[src/rtl/stream_pkg.sv]
// Shared definitions for the stream FIFO slice: default data width,
// the word type and a constant-foldable ceil(log2) helper.
package stream_pkg;

    localparam int STREAM_DATA_WIDTH = 32;

    typedef logic [STREAM_DATA_WIDTH-1:0] stream_word_t;

    function automatic int clog2(input int n);
        int r;
        r = 0;
        while ((1 << r) < n) begin
            r = r + 1;
        end
        return r;
    endfunction

endpackage

[src/rtl/stream_fifo_ram.sv]
// Storage array for stream_fifo: synchronous write, asynchronous read.
// Kept separate so it can later be swapped for a LUTRAM/BRAM primitive.
module stream_fifo_ram #(
    parameter int DATA_WIDTH = 32,
    parameter int DEPTH      = 16,
    parameter int ADDR_WIDTH = 4
) (
    input  logic                  clk_i,
    input  logic                  we_i,
    input  logic [ADDR_WIDTH-1:0] waddr_i,
    input  logic [DATA_WIDTH-1:0] wdata_i,
    input  logic [ADDR_WIDTH-1:0] raddr_i,
    output logic [DATA_WIDTH-1:0] rdata_o
);

    logic [DATA_WIDTH-1:0] mem_q [DEPTH];

    // Contents are not reset; pointers alone decide what is valid.
    always_ff @(posedge clk_i) begin
        if (we_i) begin
            mem_q[waddr_i] <= wdata_i;
        end
    end

    assign rdata_o = mem_q[raddr_i];

endmodule

[src/rtl/stream_fifo.sv]
// First-word-fall-through FIFO with negated-flag stream handshakes.
// Define STREAM_FIFO_COUNT_EN to add the registered occupancy port count.
module stream_fifo
    import stream_pkg::*;
#(
    parameter int  DATA_WIDTH = STREAM_DATA_WIDTH,
    parameter int  DEPTH      = 16,
    localparam int ADDR_WIDTH = clog2(DEPTH)
) (
    input  logic                  ap_clk,
    input  logic                  ap_rst_n,
    input  logic [DATA_WIDTH-1:0] din,
    input  logic                  write,
    output logic                  full_n,
    output logic [DATA_WIDTH-1:0] dout,
    input  logic                  read,
    output logic                  empty_n
`ifdef STREAM_FIFO_COUNT_EN
    ,
    output logic [ADDR_WIDTH:0]   count
`endif
);

    localparam logic [ADDR_WIDTH:0] PTR_ONE = 1;

    logic [ADDR_WIDTH:0] wr_ptr_q, wr_ptr_d;
    logic [ADDR_WIDTH:0] rd_ptr_q, rd_ptr_d;
    logic                empty_n_q, empty_n_d;
    logic                full_n_q, full_n_d;
    logic                wr_en, rd_en;

    assign wr_en = write && full_n_q;
    assign rd_en = read && empty_n_q;

    // Next pointers and flags; flags depend only on next-state pointers.
    always_comb begin
        wr_ptr_d = wr_ptr_q;
        rd_ptr_d = rd_ptr_q;
        if (wr_en) begin
            wr_ptr_d = wr_ptr_q + PTR_ONE;
        end
        if (rd_en) begin
            rd_ptr_d = rd_ptr_q + PTR_ONE;
        end
        empty_n_d = (wr_ptr_d != rd_ptr_d);
        full_n_d  = !((wr_ptr_d[ADDR_WIDTH-1:0] == rd_ptr_d[ADDR_WIDTH-1:0])
                   && (wr_ptr_d[ADDR_WIDTH] != rd_ptr_d[ADDR_WIDTH]));
    end

    // Pointer and flag registers, cleared asynchronously.
    always_ff @(posedge ap_clk or negedge ap_rst_n) begin
        if (!ap_rst_n) begin
            wr_ptr_q  <= '0;
            rd_ptr_q  <= '0;
            empty_n_q <= 1'b0;
            full_n_q  <= 1'b1;
        end else begin
            wr_ptr_q  <= wr_ptr_d;
            rd_ptr_q  <= rd_ptr_d;
            empty_n_q <= empty_n_d;
            full_n_q  <= full_n_d;
        end
    end

    assign empty_n = empty_n_q;
    assign full_n  = full_n_q;

    stream_fifo_ram #(
        .DATA_WIDTH (DATA_WIDTH),
        .DEPTH      (DEPTH),
        .ADDR_WIDTH (ADDR_WIDTH)
    ) u_ram (
        .clk_i   (ap_clk),
        .we_i    (wr_en),
        .waddr_i (wr_ptr_q[ADDR_WIDTH-1:0]),
        .wdata_i (din),
        .raddr_i (rd_ptr_q[ADDR_WIDTH-1:0]),
        .rdata_o (dout)
    );

`ifdef STREAM_FIFO_COUNT_EN
    logic [ADDR_WIDTH:0] count_q, count_d;

    // Occupancy moves only when exactly one side is accepted.
    always_comb begin
        count_d = count_q;
        unique case ({wr_en, rd_en})
            2'b10:   count_d = count_q + PTR_ONE;
            2'b01:   count_d = count_q - PTR_ONE;
            default: count_d = count_q;
        endcase
    end

    // Occupancy register.
    always_ff @(posedge ap_clk or negedge ap_rst_n) begin
        if (!ap_rst_n) begin
            count_q <= '0;
        end else begin
            count_q <= count_d;
        end
    end

    assign count = count_q;
`endif

endmodule

[config.mk]
export PLATFORM = sky130hd
export DESIGN_NAME = stream_fifo
export DESIGN_NICKNAME = d
export VERILOG_FILES = /design/src/rtl/stream_pkg.sv /design/src/rtl/stream_fifo_ram.sv /design/src/rtl/stream_fifo.sv
export SDC_FILE = /design/constraint.sdc
export NUM_CORES = 1
export LEC_CHECK = 0
export BUFFER_PORTS_ARGS = -buffer_cell sky130_fd_sc_hd__buf_2
export CAP_MARGIN = 5
export CORE_MARGIN = 2
export CORE_UTILIZATION = 65
export DETAILED_ROUTE_END_ITERATION = 16
export GPL_ROUTABILITY_DRIVEN = 0
export GPL_TIMING_DRIVEN = 0
export PLACE_DENSITY = 0.83
export SLEW_MARGIN = 10
export SYNTH_ARGS = -nofsm -noshare
export SYNTH_HDL_FRONTEND = slang
export SYNTH_SLANG_ARGS = --single-unit
[constraint.sdc]
create_clock -name ap_clk -period 10.32 [get_ports ap_clk]
set_input_delay 1.032 -clock ap_clk [delete_from_list [all_inputs] [get_ports ap_clk]]
set_output_delay 1.032 -clock ap_clk [all_outputs]
set_load 0.01 [all_outputs]
# After elaboration in Yosys (flattened, before gate mapping)

Memory sizes are Yosys's and may differ from the RTL's.
Index checks and enable logic that the tools add are counted.
Widths: inputs -> output; s select.

Add/subtract/negate cells: 2
Equal/unequal tests: 3
Mux-type cells: 4
Reductions and logical operators: 4

Operators with widths:

| operator            | number |
|---|---|
| $add 5x1->5 const B | 2 |
| $mux 5              | 2 |
| $ne 5x5->1          | 1 |
| $eq 4x4->1          | 1 |
| $logic_and 1x1->1   | 3 |
| $mux 1              | 2 |
| $logic_not 1->1     | 1 |
| $ne 1x1->1          | 1 |

Flip-flop bits (word level): 12
Bits in writable memories: 512
Bits of input ports: 36
Word-level logic and storage cells: 18
Memories kept: 1

Memories:

| memory      | words | bits a word | rd ports | clocked after memory_dff | write ports | line                  | source |
|---|---|---|---|---|---|---|---|
| u_ram.mem_q | 16    | 32          | 1        | 0                        | 1           | stream_fifo_ram.sv:16 | `logic [DATA_WIDTH-1:0] mem_q [DEPTH];` |

# Longest topological paths before layout

Gate-level depths: netlist (run 1).

Depth in word-level cells: 5
Gate-level depth with buffers: 7

# Cells and area by module

From an unflattened synthesis (run 1), not the netlist that was laid out.

Cells, all modules: 851
Area, all modules: 19,797.7 µm²

By module, submodules not included:

| module          | instances | cells each | area each (µm²) |
|---|---|---|---|
| stream_fifo_ram | 1         | 806        | 19,213.4 |
| stream_fifo     | 1         | 45         | 584.3 |

# Worst setup path before layout (run 1)

No wires, ideal clock.

Path kind: input-to-reg
Start point: input write
End point: memory u_ram.mem_q[0][0], enable pin
Setup time: 0.461 ns
Arrival time: 3.597 ns
Data required time: 9.859 ns
Setup slack: 6.262 ns
Cell stages on the path: 4
Buffers on the path: 1
Path through: and2_1 > buf_2 > nand2_1 > nor3_1

Longest elaborated chain between the ends: 3

Ends and longest elaborated chain:

| element                      | line                  | source |
|---|---|---|
| from (decl)                  | stream_fifo.sv:13     | `input logic write,` |
| $logic_and 1x1->1            | stream_fifo.sv:32     | `assign wr_en = write && full_n_q;` |
| $mux 1                       | stream_fifo_ram.sv:20 | `if (we_i) begin` |
| $mux 1 (implied by the code) | stream_fifo_ram.sv:21 | `mem_q[waddr_i] <= wdata_i;` |
| to (decl)                    | stream_fifo_ram.sv:16 |  |

No other way between the ends.

# Worst setup path after layout (run 1)

Start point: register rd_ptr_q[1]
End point: output dout[17]

Longest elaborated chain between the ends: 1

Ends and longest elaborated chain:

| element                | line              | source |
|---|---|---|
| from (decl)            | stream_fifo.sv:27 | `logic [ADDR_WIDTH:0] rd_ptr_q, rd_ptr_d;` |
| from (signal assigned) | stream_fifo.sv:59 | `rd_ptr_q <= rd_ptr_d;` |
| $mem_v2 16x32          | --                |  |
| to (decl)              | stream_fifo.sv:15 | `output logic [DATA_WIDTH-1:0] dout,` |

No other way between the ends.

==> results.txt, run 1 <==
MaxCap Viol Count: 0
clk sinks: 524
I/O Buffers: 69
Worst R2R Start: wr_ptr_q[1]
EDFF count, synth: 512
DIE HEIGHT: 179 um
main area contributors after synthesis: edfxtp_1 78%, mux4_2 15%, a22oi_1 2.4%
CP startpoint: rd_ptr_q[1]
post-synthesis cell area: 0.0198 sq mm
Synth Net Count: 898
ANT nets after route: 0
Yosys reg bits: 524
Placeable Area: 0.0299 sq mm
slowest CP cell: buf_1
largest net degree at the start of global routing: 24
RSZ-0062 raised after global routing: false
WL/cell: 31.0 um
cell mode on critical path: buf_2
# fillers: 1437
Syn-to-layout area delta: 14.5%
worst slack at placement: 6.92 ns
Final Net Count: 1049
CP cell instances: buf_2, buf_1, mux4_2, a22oi_1, nand2_1, buf_2
Vias/cell: 6.94
Final Max Slew Viols: 0
most numerous cell in the Yosys netlist: edfxtp_1
CP startpoint kind: register
gr usage total: 29.4%
Max Freq: 242 MHz
Die W: 179 um
Setup CP Type: register to output pin
Final Setup Violations: 0
area leader, netlist: edfxtp_1
Ports: 70
ys async rst share: 2.29%
Hold Fails Final Rpt: 0
share of layout cells above drive strength 1: 31.5%
fin crit period: 4.14 ns
Row Count: 63
grt total ovfl: 0
clock-pin transition on the worst setup and hold timing paths: 0.06 ns
Tcrit/Tclk final: 40.1%
worst vdd ir: 189 uV
YS warnings: 0
Placed Instances: 1347
worst slew pin tran: 0.977 ns
WP data arrival: 3.11 ns
pwr dens: 280 mW/mm^2
largest delay contributor family on the critical path: buffers and inverters
starting density of the core: 66.4%
CTS tree: yes
Leakage Power: 7.36 nW
Clock Tree Root: clkbuf_16
Worst setup EP type: output pin
Worst Path Max Fanout: 10
Layout Skew: 0.0154 ns
crit-path max cell delay: 0.75 ns
post-detail-place hpwl: 25.6 mm
DR iter-0 viols: 1215
Residual DRC: 0
register area share after synthesis: 79.1%
Min-Delay Path Class: input pin to asynchronous set/reset pin
final cell count without fillers: 1434
cts bufs inserted: 49
Req. time, crit path: 9.29 ns
Routed Wire Length: 44.4 mm
first-pass GRT wire length: 65.8 mm
slew margin rel.: 34.9%
Avg Synthesized Cell Area: 23.1 sq um
die area: 0.0319 sq mm
number of standard cells after synthesis: 857
ys flop type: edfxtp_1
most instantiated cells after synthesis: 512 x edfxtp_1, 128 x mux4_2, 64 x a22oi_1
DR vias: 9946
# H-tree levels: 2
vias in the first global route: 10.3k
worst skew pair latency: 0.56 ns
outcome: complete, no violations
TNS Setup: 0 ns
Total Power: 6.37 mW
antenna diode count: 0
post_cts resized: 0
post-route setup slack: 6.18 ns
unique cell type count in the Yosys netlist: 28
Max Buffers Root-to-Sink: 3
postcts setup bufs: 0
initial antenna violation count: 1
TritonRoute pass-1 iters: 5
CP bufs+invs: 3
CTS Hold Bufs: 0
area share of the largest cell type after synthesis: 77.6%
## where the power goes
part	switching (mW)	leakage [nW]	internal, mW	total, mW
clock network	0.736	0.718	0.935	1.67
logic	1.18	1.88	0.855	2.04
registers	0.0737	4.76	2.58	2.66
total	1.99	7.36	4.37	6.37
## cell type report
type,count,area (sq um),area share (%)
buffer,47,267,1.17
clock inverter,24,165,0.728
sequential,524,15700,69.1
clock buffer,63,1300,5.73
multi-input combinational,282,3980,17.5
tap,390,488,2.15
timing repair buffer,100,811,3.57
inverter,4,15.0,0.0661
## cells in the final DEF, fill, tap and decap left out
| master | instances |
|---|---|
| mux4_2 | 128 |
| buf_16 | 6 |
| and2_1 | 2 |
| nor2b_1 | 2 |
| ha_1 | 5 |
| clkinv_1 | 13 |
| clkinv_8 | 1 |
| clkbuf_16 | 50 |
| dfstp_2 | 1 |
| xor2_1 | 5 |
| nand2b_1 | 2 |
| clkbuf_2 | 1 |
| mux2_2 | 1 |
| a22oi_1 | 64 |
| buf_6 | 9 |
| nand3b_1 | 1 |
| mux2i_1 | 1 |
| buf_4 | 19 |
| xnor2_1 | 7 |
| clkbuf_1 | 29 |
| inv_1 | 4 |
| buf_12 | 9 |
| bufinv_16 | 2 |
| nand2_1 | 38 |
| or2_1 | 1 |
| nor4b_2 | 1 |
| nand4_1 | 2 |
| buf_2 | 77 |
| edfxtp_1 | 512 |
| dfrtp_1 | 11 |
| nor2_1 | 2 |
| clkinv_2 | 8 |
| nor3_2 | 4 |
| nor2_4 | 12 |
| buf_1 | 10 |
| nand3_1 | 4 |
## worst register-to-register path: cells and delay by family, from the launching register on
family,cells,cell delay [ns]
AND/OR/NAND/NOR,3,0.99
buffers and inverters,1,0.23
adder cells (fa/ha/maj),1,0.17
XOR/XNOR,2,0.48
flip-flops,1,0.41
## per-layer routing
layer | part of all wire (%) | track usage [%]
met5 | 0.029 | 0
met4 | 3.4 | 10.5
met3 | 9.9 | 5.39
met2 | 52 | 49.7
met1 | 35 | 39.2
## final timing paths
path | to | slack [ns] | depth (start not counted)
hold / removal | wr_ptr_q[0] | 0.35 | 1
setup reg to reg | empty_n | 7.91 | 7
max in group asynchronous | full_n | 9.70 | 1
setup / recovery | dout[17] | 6.18 | 6
hold reg to reg | rd_ptr_q[4] | 0.52 | 2
min in group ap_clk | rd_ptr_q[4] | 0.52 | 2
## flip-flops by register name (all words and copies together), names as in the netlist
register,cells
u_ram.mem_q,512
full_n,1
empty_n,1
wr_ptr_q,5
rd_ptr_q,5
## metrics by stage
step                      hold slack (ns)  util, %  area [sq um]
after detailed placement            0.488     71.1         21200
after CTS                           0.353     76.0         22700
after global routing                0.364     76.0         22700
final                               0.350     76.0         22700
after global placement              0.473     69.1         20700
after floorplan                     0.450        -         19800
## logic make-up (layout without fill, tap and decap cells)
group                    count (synthesis)  after routing  share of synthesized area, %
AO/OA/AOI/OAI                           64             64                          2.42
XOR/XNOR                                12             12                         0.530
adder cells (fa/ha/maj)                  5              5                         0.316
buffers and inverters                   51            238                          1.42
flip-flops                             524            524                          79.1
multiplexers                           130            130                          14.6
AND/OR/NAND/NOR                         71             71                          1.58
Note: power is estimated with default switching activity, not from simulation.
==> run 2, diff against run 1 <==
--- a/config.mk
+++ b/config.mk
@@ -8,11 +8,11 @@
 export BUFFER_PORTS_ARGS = -buffer_cell sky130_fd_sc_hd__buf_2
 export CAP_MARGIN = 5
 export CORE_MARGIN = 2
-export CORE_UTILIZATION = 65
+export CORE_UTILIZATION = 55
 export DETAILED_ROUTE_END_ITERATION = 16
 export GPL_ROUTABILITY_DRIVEN = 0
 export GPL_TIMING_DRIVEN = 0
-export PLACE_DENSITY = 0.83
+export PLACE_DENSITY = 0.75
 export SLEW_MARGIN = 10
 export SYNTH_ARGS = -nofsm -noshare
 export SYNTH_HDL_FRONTEND = slang
==> constraint.sdc (replaced) <==
create_clock -name ap_clk -period 3.6 [get_ports ap_clk]
set_input_delay 0.36 -clock ap_clk [delete_from_list [all_inputs] [get_ports ap_clk]]
set_output_delay 0.36 -clock ap_clk [all_outputs]
set_load 0.01 [all_outputs]
==> run 2 against run 1 <==
  * Via count is 3.8% lower
  * Register-to-register slack worse by 7.0 ns
  * Global-route usage is 6.1 points lower
  * Power grew to 2.9 times the previous value
  * Core utilization is 11 points lower
  * Die area is 18% higher
  * Sequential share of layout area is 0.91 points lower
  * Non-clock buffer count is 2 higher
  * Largest cell class unchanged
  * Largest power group unchanged
==> results.txt, run 2 (synthesized netlist as in run 1, its figures left out) <==
outcome: complete, no violations (unchanged)
worst vdd ir: 483 uV (was 189 uV)
slew margin rel.: 39.2% (was 34.9%)
pwr dens: 800 mW/mm^2 (was 280 mW/mm^2)
metal1 wirelength: 16.5 mm (was 15.5 mm)
Min-Delay Path Class: input pin to register (was input pin to asynchronous set/reset pin)
post_cts resized: 0 (unchanged)
final cell count without fillers: 1512 (was 1434)
hold path endpoint: u_ram.mem_q[1][5]
most frequent cells in the layout: 512 x edfxtp_1, 128 x mux4_2, 77 x buf_2, 64 x a22oi_1, 53 x clkbuf_16 (was 512 x edfxtp_1, 128 x mux4_2, 77 x buf_2, 64 x a22oi_1, 50 x clkbuf_16)
WP data arrival: 2.98 ns (was 3.11 ns)
DR iter-0 viols: 975 (was 1215)
clk sinks: 524 (unchanged)
register name with the most flops: u_ram.mem_q (unchanged)
Worst R2R Start: wr_ptr_q[1] (unchanged)
Tcrit/Tclk final: 92.8%
first-pass GRT wire length: 64.2 mm (was 65.8 mm)
postcts setup bufs: 0 (unchanged)
# H-tree levels: 2 (unchanged)
Row Count: 69 (was 63)
commonest non-fill, non-tap cell in the layout: edfxtp_1 (unchanged)
Worst R2R Setup Slack: 0.93 ns (was 7.91 ns)
vias in the first global route: 10.2k (was 10.3k)
Vias/cell: 6.33 (was 6.94)
met3 WL: 3.10 mm (was 4.38 mm)
Final Max Slew Viols: 0 (unchanged)
Worst Hold Depth: 1
Placeable Area: 0.0356 sq mm (was 0.0299 sq mm)
CP startpoint kind: register (unchanged)
TNS Setup: 0 ns (unchanged)
post-detail-place hpwl: 26.5 mm (was 25.6 mm)
ANT nets after route: 0 (unchanged)
Leakage Power: 7.45 nW (was 7.36 nW)
share of layout cells above drive strength 1: 31.5% (about the same)
Worst Path Max Fanout: 10 (unchanged)
clock-pin transition on the worst setup and hold timing paths: 0.06 ns (about the same)
Max Buffers Root-to-Sink: 3 (unchanged)
Layout Skew: 0.00983 ns (was 0.0154 ns)
TritonRoute pass-1 iters: 5 (unchanged)
worst reg2reg path depth: 7 (unchanged)
Final Net Count: 1052 (was 1049)
largest registers: u_ram.mem_q (512), rd_ptr_q (5), wr_ptr_q (5) (unchanged)
Die W: 194 um (was 179 um)
initial antenna violation count: 1 (unchanged)
top layer in use: met5 (unchanged)
cts bufs inserted: 50 (was 49)
worst skew pair latency: 0.55 ns (was 0.56 ns)
Clock Tree Root: clkbuf_16 (unchanged)
max FFs per register: 512 (unchanged)
CTS Hold Bufs: 1 (was 0)
Placed Instances: 1419 (was 1347)
Setup CP Type: register to output pin (unchanged)
worst slew pin tran: 0.910 ns (was 0.977 ns)
hold path startpoint: din[5]
Residual DRC: 0 (unchanged)
fin crit period: 3.34 ns
worst slack at placement: 0.863 ns (was 6.92 ns)
I/O Buffers: 69 (unchanged)
post-route setup slack: 0.259 ns (was 6.18 ns)
MaxCap Viol Count: 0 (unchanged)
DIE HEIGHT: 194 um (was 179 um)
die area: 0.0376 sq mm (was 0.0319 sq mm)
routed wl met2: 22.1 mm (was 23.0 mm)
DR vias: 9567 (was 9946)
grt total ovfl: 0 (unchanged)
hold slack: 0.178 ns (was 0.350 ns)
Routed Wire Length: 43.0 mm (was 44.4 mm)
Hold Fails Final Rpt: 0 (unchanged)
Max Freq: 299 MHz
starting density of the core: 55.7% (was 66.4%)
largest net degree at the start of global routing: 23 (was 24)
Syn-to-layout area delta: 16.0% (was 14.5%)
RSZ-0062 raised after global routing: false (unchanged)
Req. time, crit path: 3.24 ns (was 9.29 ns)
Final Setup Violations: 0 (unchanged)
CTS tree: yes (unchanged)
Worst setup EP type: output pin (unchanged)
FF-to-FF End: empty_n (unchanged)
gr usage total: 23.3% (was 29.4%)
WL/cell: 28.5 um (was 31.0 um)
Ports: 70 (unchanged)
run 2: cell types whose count changed in the layout (fill, tap and decap cells not counted), moves of 2 or more:
cell       previous run  this run
buf_16                6        14
buf_4                19        11
clkbuf_16            50        53
buf_6                 9        17
buf_12                9         2
clkbuf_1             29        32
clkinv_2              8         6
run 2: cell type report:
| cell class | count | area [sq um] |
|---|---|---|
| diodes | 1 | 2.50 |
| plain buffers | 47 | 267 |
| clock buffers | 69 | 1390 |
| clock inverters | 22 | 169 |
| fillers | 2275 | 12600 |
| inverters | 4 | 15.0 |
| multi-input cells | 282 | 3980 |
| flip-flops and latches | 524 | 15700 |
| well taps | 461 | 577 |
| repair buffers | 102 | 931 |
run 2: worst max-delay path by stage:
stage	from	endpoint	slack, ns
4_1_cts	rd_ptr_q[1]	dout[16]	0.27
3_5_place_dp	rd_ptr_q[1]	dout[30]	0.86
6_report	rd_ptr_q[1]	dout[20]	0.26
2_1_floorplan	full_n	u_ram.mem_q[0][0]	0.02
5_1_grt	rd_ptr_q[1]	dout[16]	0.15
3_3_place_gp	full_n	u_ram.mem_q[1][14]	-2.47
run 2: report_power, final:
part           internal, mW  switching, mW
clock                  2.89           2.12
sequential             7.41          0.180
combinational          2.48           3.33
run 2: routing by layer:
metal  global-route usage, %  up-vias
li1                        -     3948
met1                    31.0     5094
met2                    39.8      439
met3                    3.90       84
met4                    7.58        2
met5                       0        -
run 2: critical path, stage by stage, from the launching register on:
cell and delay [ns]:
dfrtp_1 0.41, buf_1 0.68, buf_2 0.46, mux4_2 0.37, a22oi_1 0.17, nand2_1 0.17, buf_2 0.18
run 2: stage by stage:
| step | instance area [sq um] | utilization, % | total power [mW] |
|---|---|---|---|
| after floorplan | 19800 | - | 11.3 |
| after global placement | 20700 | 58.3 | 13.1 |
| after detailed placement | 21400 | 60.3 | 13.5 |
| final | 23000 | 64.7 | 18.4 |
| after CTS | 23000 | 64.7 | 18.6 |
| after global routing | 23000 | 64.7 | 19.1 |
==> run 3, diff against run 2 <==
--- a/config.mk
+++ b/config.mk
@@ -7,6 +7,7 @@
 export LEC_CHECK = 0
 export BUFFER_PORTS_ARGS = -buffer_cell sky130_fd_sc_hd__buf_2
 export CAP_MARGIN = 5
+export CORE_ASPECT_RATIO = 1.2
 export CORE_MARGIN = 2
 export CORE_UTILIZATION = 55
 export DETAILED_ROUTE_END_ITERATION = 16
==> run 3 against run 2 <==
  * Clock power is 5.8% lower
  * Critical path depth stayed put
  * Sequential share of layout area is 0.63 points higher
  * Routed wire length is 2.5% lower
  * Global-route usage hardly changed
  * Worst setup slack better by 0.039 ns
  * Flip-flop and latch count stayed put
  * Clock-buffer cell count is 7 lower
==> results.txt, run 3 (synthesized netlist as in run 1, its figures left out) <==
outcome: complete, no violations (unchanged)
WL/cell: 27.8 um (was 28.5 um)
starting density of the core: 55.4% (was 55.7%)
Final Setup Violations: 0 (unchanged)
Worst Path Max Fanout: 10 (unchanged)
die area: 0.0376 sq mm (about the same)
Max Buffers Root-to-Sink: 3 (unchanged)
# H-tree levels: 2 (unchanged)
worst slew pin tran: 0.943 ns (was 0.910 ns)
Clock Tree Root: clkbuf_16 (unchanged)
vias in the first global route: 9741 (was 10.2k)
clk sinks: 524 (unchanged)
Min-Delay Path Class: input pin to register (unchanged)
Hold Fails Final Rpt: 0 (unchanged)
Clk pwr share: 26.2% (was 27.2%)
Placed Instances: 1422 (was 1419)
slew margin rel.: 37.1% (was 39.2%)
Total Power: 18.0 mW (was 18.4 mW)
Routed Wire Length: 42.0 mm (was 43.0 mm)
register name with the most flops: u_ram.mem_q (unchanged)
Residual DRC: 0 (unchanged)
slowest CP cell: clkbuf_1 (was buf_1)
Leakage Power: 7.34 nW (was 7.45 nW)
pwr dens: 791 mW/mm^2 (was 800 mW/mm^2)
Setup CP Type: register to output pin (unchanged)
Max Freq: 303 MHz (was 299 MHz)
max FFs per register: 512 (unchanged)
Layout Skew: 0.0104 ns (was 0.00983 ns)
RSZ-0062 raised after global routing: false (unchanged)
DR vias: 9444 (was 9567)
DIE HEIGHT: 212 um (was 194 um)
CP startpoint kind: register (unchanged)
post-route setup slack: 0.298 ns (was 0.259 ns)
post-route cell area: 0.0228 sq mm (was 0.0230 sq mm)
commonest non-fill, non-tap cell in the layout: edfxtp_1 (unchanged)
Ports: 70 (unchanged)
crit-path max cell delay: 0.70 ns (was 0.68 ns)
Net Sw Frac: 30.7% (was 30.6%)
final cell count without fillers: 1510 (was 1512)
postcts setup bufs: 0 (unchanged)
Final Max Slew Viols: 0 (unchanged)
worst vdd ir: 567 uV (was 483 uV)
TNS Setup: 0 ns (unchanged)
grt total ovfl: 0 (unchanged)
most frequent cells in the layout: 512 x edfxtp_1, 128 x mux4_2, 77 x buf_2, 64 x a22oi_1, 49 x clkbuf_16 (was 512 x edfxtp_1, 128 x mux4_2, 77 x buf_2, 64 x a22oi_1, 53 x clkbuf_16)
MaxCap Viol Count: 0 (unchanged)
TritonRoute pass-1 iters: 5 (unchanged)
Worst setup EP type: output pin (unchanged)
CTS tree: yes (unchanged)
Vias/cell: 6.25 (was 6.33)
worst skew pair latency: 0.56 ns (was 0.55 ns)
post-detail-place hpwl: 25.6 mm (was 26.5 mm)
Req. time, crit path: 3.24 ns (about the same)
Flop pwr share: 42.1% (was 41.2%)
initial antenna violation count: 3 (was 1)
post-layout util: 63.7% (was 64.7%)
Tcrit/Tclk final: 91.7% (was 92.8%)
Switch Pwr: 5.53 mW (was 5.62 mW)
I/O Buffers: 69 (unchanged)
Placeable Area: 0.0358 sq mm (was 0.0356 sq mm)
Syn-to-layout area delta: 15.0% (was 16.0%)
largest net degree at the start of global routing: 23 (unchanged)
cell mode on critical path: buf_2 (unchanged)
hold slack: 0.166 ns (was 0.178 ns)
DP Area: 0.0213 sq mm (was 0.0214 sq mm)
cts bufs inserted: 47 (was 50)
Int Pwr: 12.5 mW (was 12.8 mW)
WP data arrival: 2.94 ns (was 2.98 ns)
first-pass GRT wire length: 62.6 mm (was 64.2 mm)
gr usage total: 23.3% (about the same)
CP cell instances: buf_2, clkbuf_1, mux4_2, a22oi_1, nand2_1, buf_2 (was buf_1, buf_2, mux4_2, a22oi_1, nand2_1, buf_2)
Final Net Count: 1045 (was 1052)
largest registers: u_ram.mem_q (512), rd_ptr_q (5), wr_ptr_q (5) (unchanged)
fin crit period: 3.30 ns (was 3.34 ns)
DR iter-0 viols: 1123 (was 975)
combinational share of power: 31.7% (was 31.6%)
Die W: 177 um (was 194 um)
share of layout cells above drive strength 1: 31.3% (was 31.5%)
ANT nets after route: 0 (unchanged)
clock-pin transition on the worst setup and hold timing paths: 0.06 ns (about the same)
worst slack at placement: 0.912 ns (was 0.863 ns)
Row Count: 76 (was 69)
[run 3: area by class of cell]
type | count | area [sq um]
Clock buffer | 62 | 1270
Multi-Input combinational cell | 282 | 3980
Clock inverter | 23 | 168
Tap cell | 468 | 586
Timing Repair Buffer | 98 | 822
Inverter | 4 | 15.0
Sequential cell | 524 | 15700
Buffer | 47 | 267
Fill cell | 2347 | 13000
Antenna cell | 2 | 5.00
[run 3: critical path: cells and delay by family (launching register included)]
family | cells | cell delay (ns)
buffers and inverters | 3 | 1.19
multiplexers | 1 | 0.43
flip-flops | 1 | 0.42
AO/OA/AOI/OAI | 1 | 0.19
AND/OR/NAND/NOR | 1 | 0.15
[run 3: what timing repair did]
item / CTS / global route
hold endpoints to repair: 12 / 0
hold buffers: 1 / 0
gates resized for setup: 0 / 0
[run 3: path summary, 6_finish.rpt]
kind | from | end | slack (ns) | cells past startpoint
max | rd_ptr_q[1] | dout[2] | 0.30 | 6
min | din[25] | u_ram.mem_q[15][25] | 0.17 | 1
max reg2reg | full_n | u_ram.mem_q[0][16] | 0.94 | 7
min reg2reg | wr_ptr_q[4] | wr_ptr_q[4] | 0.47 | 1
max in group asynchronous | ap_rst_n | full_n | 3.12 | 2
min in group asynchronous | ap_rst_n | wr_ptr_q[1] | 0.21 | 2
[run 3: per-layer routing]
layer / share of wire [%] / global-route usage, % / vias up
li1: - / - / 3925
met1: 38 / 32.4 / 4955
met2: 51 / 38.3 / 481
met3: 7.8 / 3.74 / 81
met4: 3.0 / 8.17 / 2
met5: 0.031 / 0 / -
[run 3: power by group through the flow]
| stage | combinational, mW | clock, mW | sequential [mW] |
|---|---|---|---|
| after floorplan | 3.67 | 0 | 7.68 |
| after global placement | 5.39 | 0 | 7.73 |
| after detailed placement | 5.74 | 0 | 7.70 |
| after CTS | 5.81 | 4.77 | 7.59 |
| after global routing | 6.10 | 4.99 | 7.63 |
| final | 5.72 | 4.72 | 7.59 |
